$ cat src/rtl/cla_adder_pipelined_if.sv
// Operand/result bundle for cla_adder_pipelined; ovf only exists when CLA_ADD_OVF_EN is defined.
// slave = adder side, master = operand source / result consumer side.
interface cla_adder_pipelined_if #(
  parameter int WIDTH = 16
);
  logic             in_valid;
  logic             in_ready;
  logic [WIDTH-1:0] a;
  logic [WIDTH-1:0] b;
  logic             cin;
  logic             sub;
  logic             out_valid;
  logic             out_ready;
  logic [WIDTH-1:0] sum;
  logic             cout;
`ifdef CLA_ADD_OVF_EN
  logic             ovf;
`endif

  modport master (
    output in_valid, a, b, cin, sub, out_ready,
`ifdef CLA_ADD_OVF_EN
    input  ovf,
`endif
    input  in_ready, out_valid, sum, cout
  );

  modport slave (
    input  in_valid, a, b, cin, sub, out_ready,
`ifdef CLA_ADD_OVF_EN
    output ovf,
`endif
    output in_ready, out_valid, sum, cout
  );
endinterface

$ cat src/rtl/cla_adder_pipelined.sv
// Pipelined 4-bit-group CLA add/sub; result STAGES+1 edges after accept, global stall (in_ready = ~out_valid | out_ready).
// Optional signed-overflow output under CLA_ADD_OVF_EN. WIDTH multiple of 4, GRP_PER_STG divides WIDTH/4.
module cla_adder_pipelined #(
  parameter int WIDTH       = 16,
  parameter int GRP_PER_STG = 2
) (
  input logic                  clk,
  input logic                  rst_n,
  cla_adder_pipelined_if.slave bus
);
  localparam int NGRP   = WIDTH / 4;
  localparam int STAGES = NGRP / GRP_PER_STG;

  logic                         w_adv;
  logic [STAGES:0]              r_vld;
  logic [STAGES:0]              r_c;
  logic [STAGES-1:0][WIDTH-1:0] r_a;
  logic [STAGES-1:0][WIDTH-1:0] r_b;
  logic [STAGES:0][WIDTH-1:0]   r_sum;
  logic [STAGES:0][WIDTH-1:0]   w_sum;
  logic [STAGES:0]              w_c;
  logic [3:0]                   w_p;
  logic [3:0]                   w_g;
  logic [4:1]                   w_gc;
  logic                         w_cy;
`ifdef CLA_ADD_OVF_EN
  logic                         w_cmsb;
  logic                         r_ovf;
`endif

  assign w_adv = ~r_vld[STAGES] | bus.out_ready;

  // Stage k resolves its groups from the carry registered by stage k-1; r_sum[0] stays zero.
  always_comb begin
    w_sum = '0;
    w_c   = '0;
    w_p   = '0;
    w_g   = '0;
    w_gc  = '0;
    w_cy  = 1'b0;
`ifdef CLA_ADD_OVF_EN
    w_cmsb = 1'b0;
`endif
    for (int k = 1; k <= STAGES; k++) begin
      w_sum[k] = r_sum[k-1];
      w_cy     = r_c[k-1];
      for (int g = (k-1)*GRP_PER_STG; g < k*GRP_PER_STG; g++) begin
        w_p = r_a[k-1][g*4 +: 4] ^ r_b[k-1][g*4 +: 4];
        w_g = r_a[k-1][g*4 +: 4] & r_b[k-1][g*4 +: 4];
        w_gc[1] = w_g[0] | (w_p[0] & w_cy);
        w_gc[2] = w_g[1] | (w_p[1] & w_g[0]) | (w_p[1] & w_p[0] & w_cy);
        w_gc[3] = w_g[2] | (w_p[2] & w_g[1]) | (w_p[2] & w_p[1] & w_g[0])
                | (w_p[2] & w_p[1] & w_p[0] & w_cy);
        w_gc[4] = w_g[3] | (w_p[3] & w_g[2]) | (w_p[3] & w_p[2] & w_g[1])
                | (w_p[3] & w_p[2] & w_p[1] & w_g[0])
                | (w_p[3] & w_p[2] & w_p[1] & w_p[0] & w_cy);
        w_sum[k][g*4 +: 4] = w_p ^ {w_gc[3:1], w_cy};
`ifdef CLA_ADD_OVF_EN
        w_cmsb = w_gc[3];
`endif
        w_cy = w_gc[4];
      end
      w_c[k] = w_cy;
    end
  end

  // Data only loads behind a valid slot, so idle-cycle operand garbage never reaches sum.
  always_ff @(posedge clk or negedge rst_n) begin
    if (!rst_n) begin
      r_vld <= '0;
      r_c   <= '0;
      r_a   <= '0;
      r_b   <= '0;
      r_sum <= '0;
`ifdef CLA_ADD_OVF_EN
      r_ovf <= 1'b0;
`endif
    end else if (w_adv) begin
      r_vld <= {r_vld[STAGES-1:0], bus.in_valid};
      if (bus.in_valid) begin
        r_a[0] <= bus.a;
        r_b[0] <= bus.b ^ {WIDTH{bus.sub}};
        r_c[0] <= bus.cin | bus.sub;
      end
      for (int k = 1; k <= STAGES; k++) begin
        if (r_vld[k-1]) begin
          r_sum[k] <= w_sum[k];
          r_c[k]   <= w_c[k];
        end
      end
      for (int k = 1; k < STAGES; k++) begin
        if (r_vld[k-1]) begin
          r_a[k] <= r_a[k-1];
          r_b[k] <= r_b[k-1];
        end
      end
`ifdef CLA_ADD_OVF_EN
      if (r_vld[STAGES-1]) r_ovf <= w_c[STAGES] ^ w_cmsb;
`endif
    end
  end

  assign bus.in_ready  = w_adv;
  assign bus.out_valid = r_vld[STAGES];
  assign bus.sum       = r_sum[STAGES];
  assign bus.cout      = r_c[STAGES];
`ifdef CLA_ADD_OVF_EN
  assign bus.ovf       = r_ovf;
`endif
endmodule
$ cat src/flat_wrapper.sv
// flat-port wrapper written by rule: the top's interface ports become plain ports
module cla_adder_pipelined_flat 
#(
  parameter int WIDTH       = 16,
  parameter int GRP_PER_STG = 2
)
  (clk, rst_n, bus_in_valid, bus_a, bus_b, bus_cin, bus_sub, bus_out_ready, bus_in_ready, bus_out_valid, bus_sum, bus_cout);
  cla_adder_pipelined_if #(.WIDTH(WIDTH)) bus_i ();
  input logic clk;
  input logic rst_n;
  input wire logic [$bits(bus_i.in_valid)-1:0] bus_in_valid;
  input wire logic [$bits(bus_i.a)-1:0] bus_a;
  input wire logic [$bits(bus_i.b)-1:0] bus_b;
  input wire logic [$bits(bus_i.cin)-1:0] bus_cin;
  input wire logic [$bits(bus_i.sub)-1:0] bus_sub;
  input wire logic [$bits(bus_i.out_ready)-1:0] bus_out_ready;
  output wire logic [$bits(bus_i.in_ready)-1:0] bus_in_ready;
  output wire logic [$bits(bus_i.out_valid)-1:0] bus_out_valid;
  output wire logic [$bits(bus_i.sum)-1:0] bus_sum;
  output wire logic [$bits(bus_i.cout)-1:0] bus_cout;
  assign bus_i.in_valid = bus_in_valid;
  assign bus_i.a = bus_a;
  assign bus_i.b = bus_b;
  assign bus_i.cin = bus_cin;
  assign bus_i.sub = bus_sub;
  assign bus_i.out_ready = bus_out_ready;
  assign bus_in_ready = bus_i.in_ready;
  assign bus_out_valid = bus_i.out_valid;
  assign bus_sum = bus_i.sum;
  assign bus_cout = bus_i.cout;
  cla_adder_pipelined #(.WIDTH(WIDTH), .GRP_PER_STG(GRP_PER_STG)) u_core (.clk(clk), .rst_n(rst_n), .bus(bus_i));
endmodule
$ cat config.mk
export PLATFORM = sky130hd
export DESIGN_NAME = cla_adder_pipelined_flat
export DESIGN_NICKNAME = d
export VERILOG_FILES = /design/src/rtl/cla_adder_pipelined_if.sv /design/src/rtl/cla_adder_pipelined.sv /design/src/flat_wrapper.sv
export SDC_FILE = /design/constraint.sdc
export NUM_CORES = 1
export LEC_CHECK = 0
export CORE_UTILIZATION = 49
export DETAILED_ROUTE_END_ITERATION = 8
export PLACE_DENSITY = 0.76
export SLEW_MARGIN = 15
export SYNTH_ARGS = -nofsm -noshare
export SYNTH_HDL_FRONTEND = slang
export SYNTH_SLANG_ARGS = --single-unit
$ cat constraint.sdc
create_clock -name clk -period 2 [get_ports clk]
set_input_delay 0.4 -clock clk [delete_from_list [all_inputs] [get_ports clk]]
set_output_delay 0.4 -clock clk [all_outputs]
set_load 0.02 [all_outputs]
==> summary.txt <==
============================================================================
Result of the run                                               complete, no violations
Clock Root Buffer                                               sky130_fd_sc_hd__clkbuf_8
Post-synth cell types                                                     36
Worst Skew                                                        0.00550 ns
Die Span X                                                           89.8 um
DIE HEIGHT                                                           89.8 um
Number of CTS-inserted buffers                                             9
Diodes inserted                                                            0
Non-filler cells in the finished layout                                  475
Element type at the critical path end                               register
Layout Area Growth over Synthesis                                      22.8%
Category of the most critical setup path                             reg2reg
Max Clk Rate                                                       0.520 GHz
First-pass GRT wire length                                           11.1 mm
Leakage power                                                        2.05 nW
Starting DRT DRC Count                                                    72
Largest net degree at the start of global routing                         41
Class of the tightest hold or removal check                         in2async
Remaining antenna violation count                                          0
Setup WS pre-CTS                                                 -0.00629 ns
Fraction of layout instances using a drive strength above 1            12.0%
Final nets                                                               429
Smallest hold slack                                                 0.475 ns
Port buffer count                                                         56
Final period demand of the worst path                                1.92 ns
Synth Register Bits                                                       78
Utilization of the core after routing                                  63.0%
Vias per cell                                                           4.94
Netlist area before placement                                      3780 um^2
Peak VDD IR                                                       0.000492 V
Mean area per synthesized cell                                     11.9 um^2
Final period utilization                                               96.1%
Required time of the critical path                                   2.28 ns
Clock latency at the later pin of the worst-skew pair                0.35 ns
Post-synthesis sequential area ratio                                   51.6%
Initial Util                                                           51.3%
Global-route total usage across every layer                            17.5%
Clock-pin transition on the worst setup and hold timing paths        0.08 ns
Core area                                                          7370 um^2
Total number of clock tree sinks                                          78
Final setup violation count                                                0
DIE AREA                                                           8070 um^2
Maximum root-to-sink buffer count                                          2
Remaining routing DRC violations                                           0
Number of rows in the core area                                           31
Worst-case setup margin in the final layout                        0.0781 ns
Max-capacitance violation count                                            0
Startpoint Class                                                    register
Design Power                                                         6.97 mW
Max-slew violation count                                                   0
HPWL after DPL                                                       4.74 mm
RD Place Congestion                                                    0.823
Number of cells in the design after placement                            458
Arrival time at the worst endpoint                                   2.20 ns
Global route overflow                                                      0
Number of primary I/O pins                                                57
# fillers                                                                608
Headroom to the max-slew limit                                         78.5%
Maximum net fanout on the critical path                                    3
Worst-Margin Slew                                                   0.320 ns
Gate count of the mapped netlist                                         319
First drt pass iteration count                                             4
Net count of the mapped netlist                                          377
Via total after detailed routing                                        2345
Antenna violations before repair                                           0
Number of global-route vias before repair                               2329
PD cells                                                        1500 nW/um^2
Final Hold Viols                                                           0
Final wirelength                                                     6.46 mm
TritonCTS clock tree                                                   built
H-tree Lvls                                                                3
Routed wirelength normalized by instance count                       13.6 um
Yosys warns                                                                8
============================================================================
==> critical path, stage by stage, from the launching register on <==
cell,delay [ns]
sky130_fd_sc_hd__dfrtp_1,0.42
sky130_fd_sc_hd__ha_4,0.30
sky130_fd_sc_hd__o21ai_1,0.13
sky130_fd_sc_hd__o21ai_2,0.19
sky130_fd_sc_hd__a21oi_2,0.09
sky130_fd_sc_hd__fa_1,0.43
sky130_fd_sc_hd__xor2_1,0.17
sky130_fd_sc_hd__o21ai_1,0.12
==> what timing repair did <==
action / 4_1_cts / 5_1_grt
pin swaps: 4 / 2
hold buffers: 1 / 0
gates resized for setup: 1 / 7
endpoints found under the setup margin: 1 / 5
cloned: 0 / 0
hold endpoints to repair: 18 / 0
setup buffers: 0 / 0
==> logic make-up (layout without fill, tap and decap cells) <==
logic type	Yosys count	count (layout)	share of synthesized area, %
XOR/XNOR	27	27	6.25
adder cells (fa/ha/maj)	20	20	7.41
buffers and inverters	41	98	6.75
multiplexers	42	42	12.5
AO/OA/AOI/OAI	59	59	9.40
flip-flops	78	78	51.6
AND/OR/NAND/NOR	52	52	6.09
==> worst paths after layout <==
path | slack, ns | depth (start not counted) | endpoint | start
min reg2reg | 0.48 | 2 | u_core.r_b[10]$_DFFE_PN0P_ | u_core.r_b[10]$_DFFE_PN0P_
min | 0.48 | 2 | u_core.r_b[5]$_DFFE_PN0P_ | rst_n
max in group asynchronous | 0.98 | 3 | u_core.bus.sum[13]$_DFFE_PN0P_ | rst_n
max reg2reg | 0.08 | 7 | u_core.r_sum[21]$_DFFE_PN0P_ | u_core.r_b[1]$_DFFE_PN0P_
min in group clk | 0.48 | 2 | u_core.r_b[10]$_DFFE_PN0P_ | u_core.r_b[10]$_DFFE_PN0P_
max | 0.08 | 7 | u_core.r_sum[21]$_DFFE_PN0P_ | u_core.r_b[1]$_DFFE_PN0P_
==> sequential cells by signal (all words and copies together) (netlist names) <==
register,cells
u_core.r_b,24
u_core.bus.sum,16
u_core.r_a,24
u_core.r_sum,8
u_core.r_c,3
u_core.r_vld,3
==> layer usage <==
| metal | up-vias | track usage [%] | wire (um) |
|---|---|---|---|
| met2 | 64 | 25.4 | 2790 |
| met5 | - | 0 | 0 |
| met4 | 0 | 7.65 | 99 |
| met1 | 1104 | 25.1 | 3280 |
| met3 | 7 | 3.89 | 285 |
| li1 | 1170 | - | - |
==> through the flow <==
step / setup TNS, ns / instance area [um^2]
4_1_cts: 0 / 4590
3_3_place_gp: 0 / 4380
2_1_floorplan: 0 / 3780
3_5_place_dp: -0.00629 / 4380
6_report: 0 / 4640
5_1_grt: -0.0181 / 4640
==> layout make-up <==
type | count | area [um^2] | share of cell area (%)
clock inverters | 5 | 58.8 | 1.27
repair buffers | 70 | 693 | 14.9
inverters | 12 | 45.0 | 0.970
flip-flops and latches | 78 | 1950 | 42.0
clock buffers | 11 | 141 | 3.04
multi-input cells | 200 | 1630 | 35.1
well taps | 99 | 124 | 2.67
==> synth_stat cells <==
cell,n,area [um^2]
sky130_fd_sc_hd__a211oi_1,1,7.51
sky130_fd_sc_hd__a211oi_2,2,25.0
sky130_fd_sc_hd__a21o_1,3,22.5
sky130_fd_sc_hd__a21o_2,1,8.76
sky130_fd_sc_hd__a21oi_1,7,35.0
sky130_fd_sc_hd__a21oi_2,1,8.76
sky130_fd_sc_hd__a22oi_1,1,7.51
sky130_fd_sc_hd__a31oi_1,1,6.26
sky130_fd_sc_hd__a41oi_2,1,16.3
sky130_fd_sc_hd__buf_2,6,30.0
sky130_fd_sc_hd__buf_4,21,158
sky130_fd_sc_hd__buf_6,2,22.5
sky130_fd_sc_hd__dfrtp_1,78,1950
sky130_fd_sc_hd__fa_1,4,80.1
sky130_fd_sc_hd__ha_1,16,200
sky130_fd_sc_hd__inv_1,12,45.0
sky130_fd_sc_hd__mux2_1,41,462
sky130_fd_sc_hd__mux2i_1,1,10.0
sky130_fd_sc_hd__nand2_1,34,128
sky130_fd_sc_hd__nand2_2,2,12.5
sky130_fd_sc_hd__nand2_4,1,11.3
sky130_fd_sc_hd__nand2b_1,3,18.8
sky130_fd_sc_hd__nand3_1,2,10.0
sky130_fd_sc_hd__nor2_1,6,22.5
sky130_fd_sc_hd__nor2_2,1,6.26
sky130_fd_sc_hd__nor3_1,1,5.00
sky130_fd_sc_hd__nor3_2,1,10.0
sky130_fd_sc_hd__nor4_1,1,6.26
sky130_fd_sc_hd__o2111a_1,1,11.3
sky130_fd_sc_hd__o211ai_1,1,7.51
sky130_fd_sc_hd__o21ai_0,2,10.0
sky130_fd_sc_hd__o21ai_1,35,175
sky130_fd_sc_hd__o22ai_1,1,6.26
sky130_fd_sc_hd__o31ai_1,1,7.51
sky130_fd_sc_hd__xnor2_1,17,149
sky130_fd_sc_hd__xor2_1,10,87.6
==> layout by cell type (no fill, tap or decap), drive strengths merged <==
cell           Yosys  routed
xnor2             17      17
a22oi              1       1
clkinv             0       2
a21oi              8       8
o31ai              1       1
xor2              10      10
a211oi             3       3
bufinv             0       1
dfrtp             78      78
a21o               4       4
clkdlybuf4s50      0      54
mux2i              1       1
fa                 4       4
o21ai             37      37
nor3               2       2
o22ai              1       1
nand3              2       2
ha                16      16
a41oi              1       1
dlygate4sd3        0       1
buf               29      14
mux2              41      41
nand2b             3       3
nand2             37      37
clkbuf             0      11
nor2               7       7
nor4               1       1
dlymetal6s2s       0       1
o2111a             1       1
inv               12      12
clkinvlp           0       2
o211ai             1       1
a31oi              1       1
==> report_power, final <==
group | switching [mW] | leakage (nW) | internal (mW)
logic | 1.62 | 1.02 | 1.59
registers | 0.384 | 0.937 | 2.19
clock network | 0.570 | 0.0955 | 0.611
Note: power is estimated with default switching activity, not from simulation.
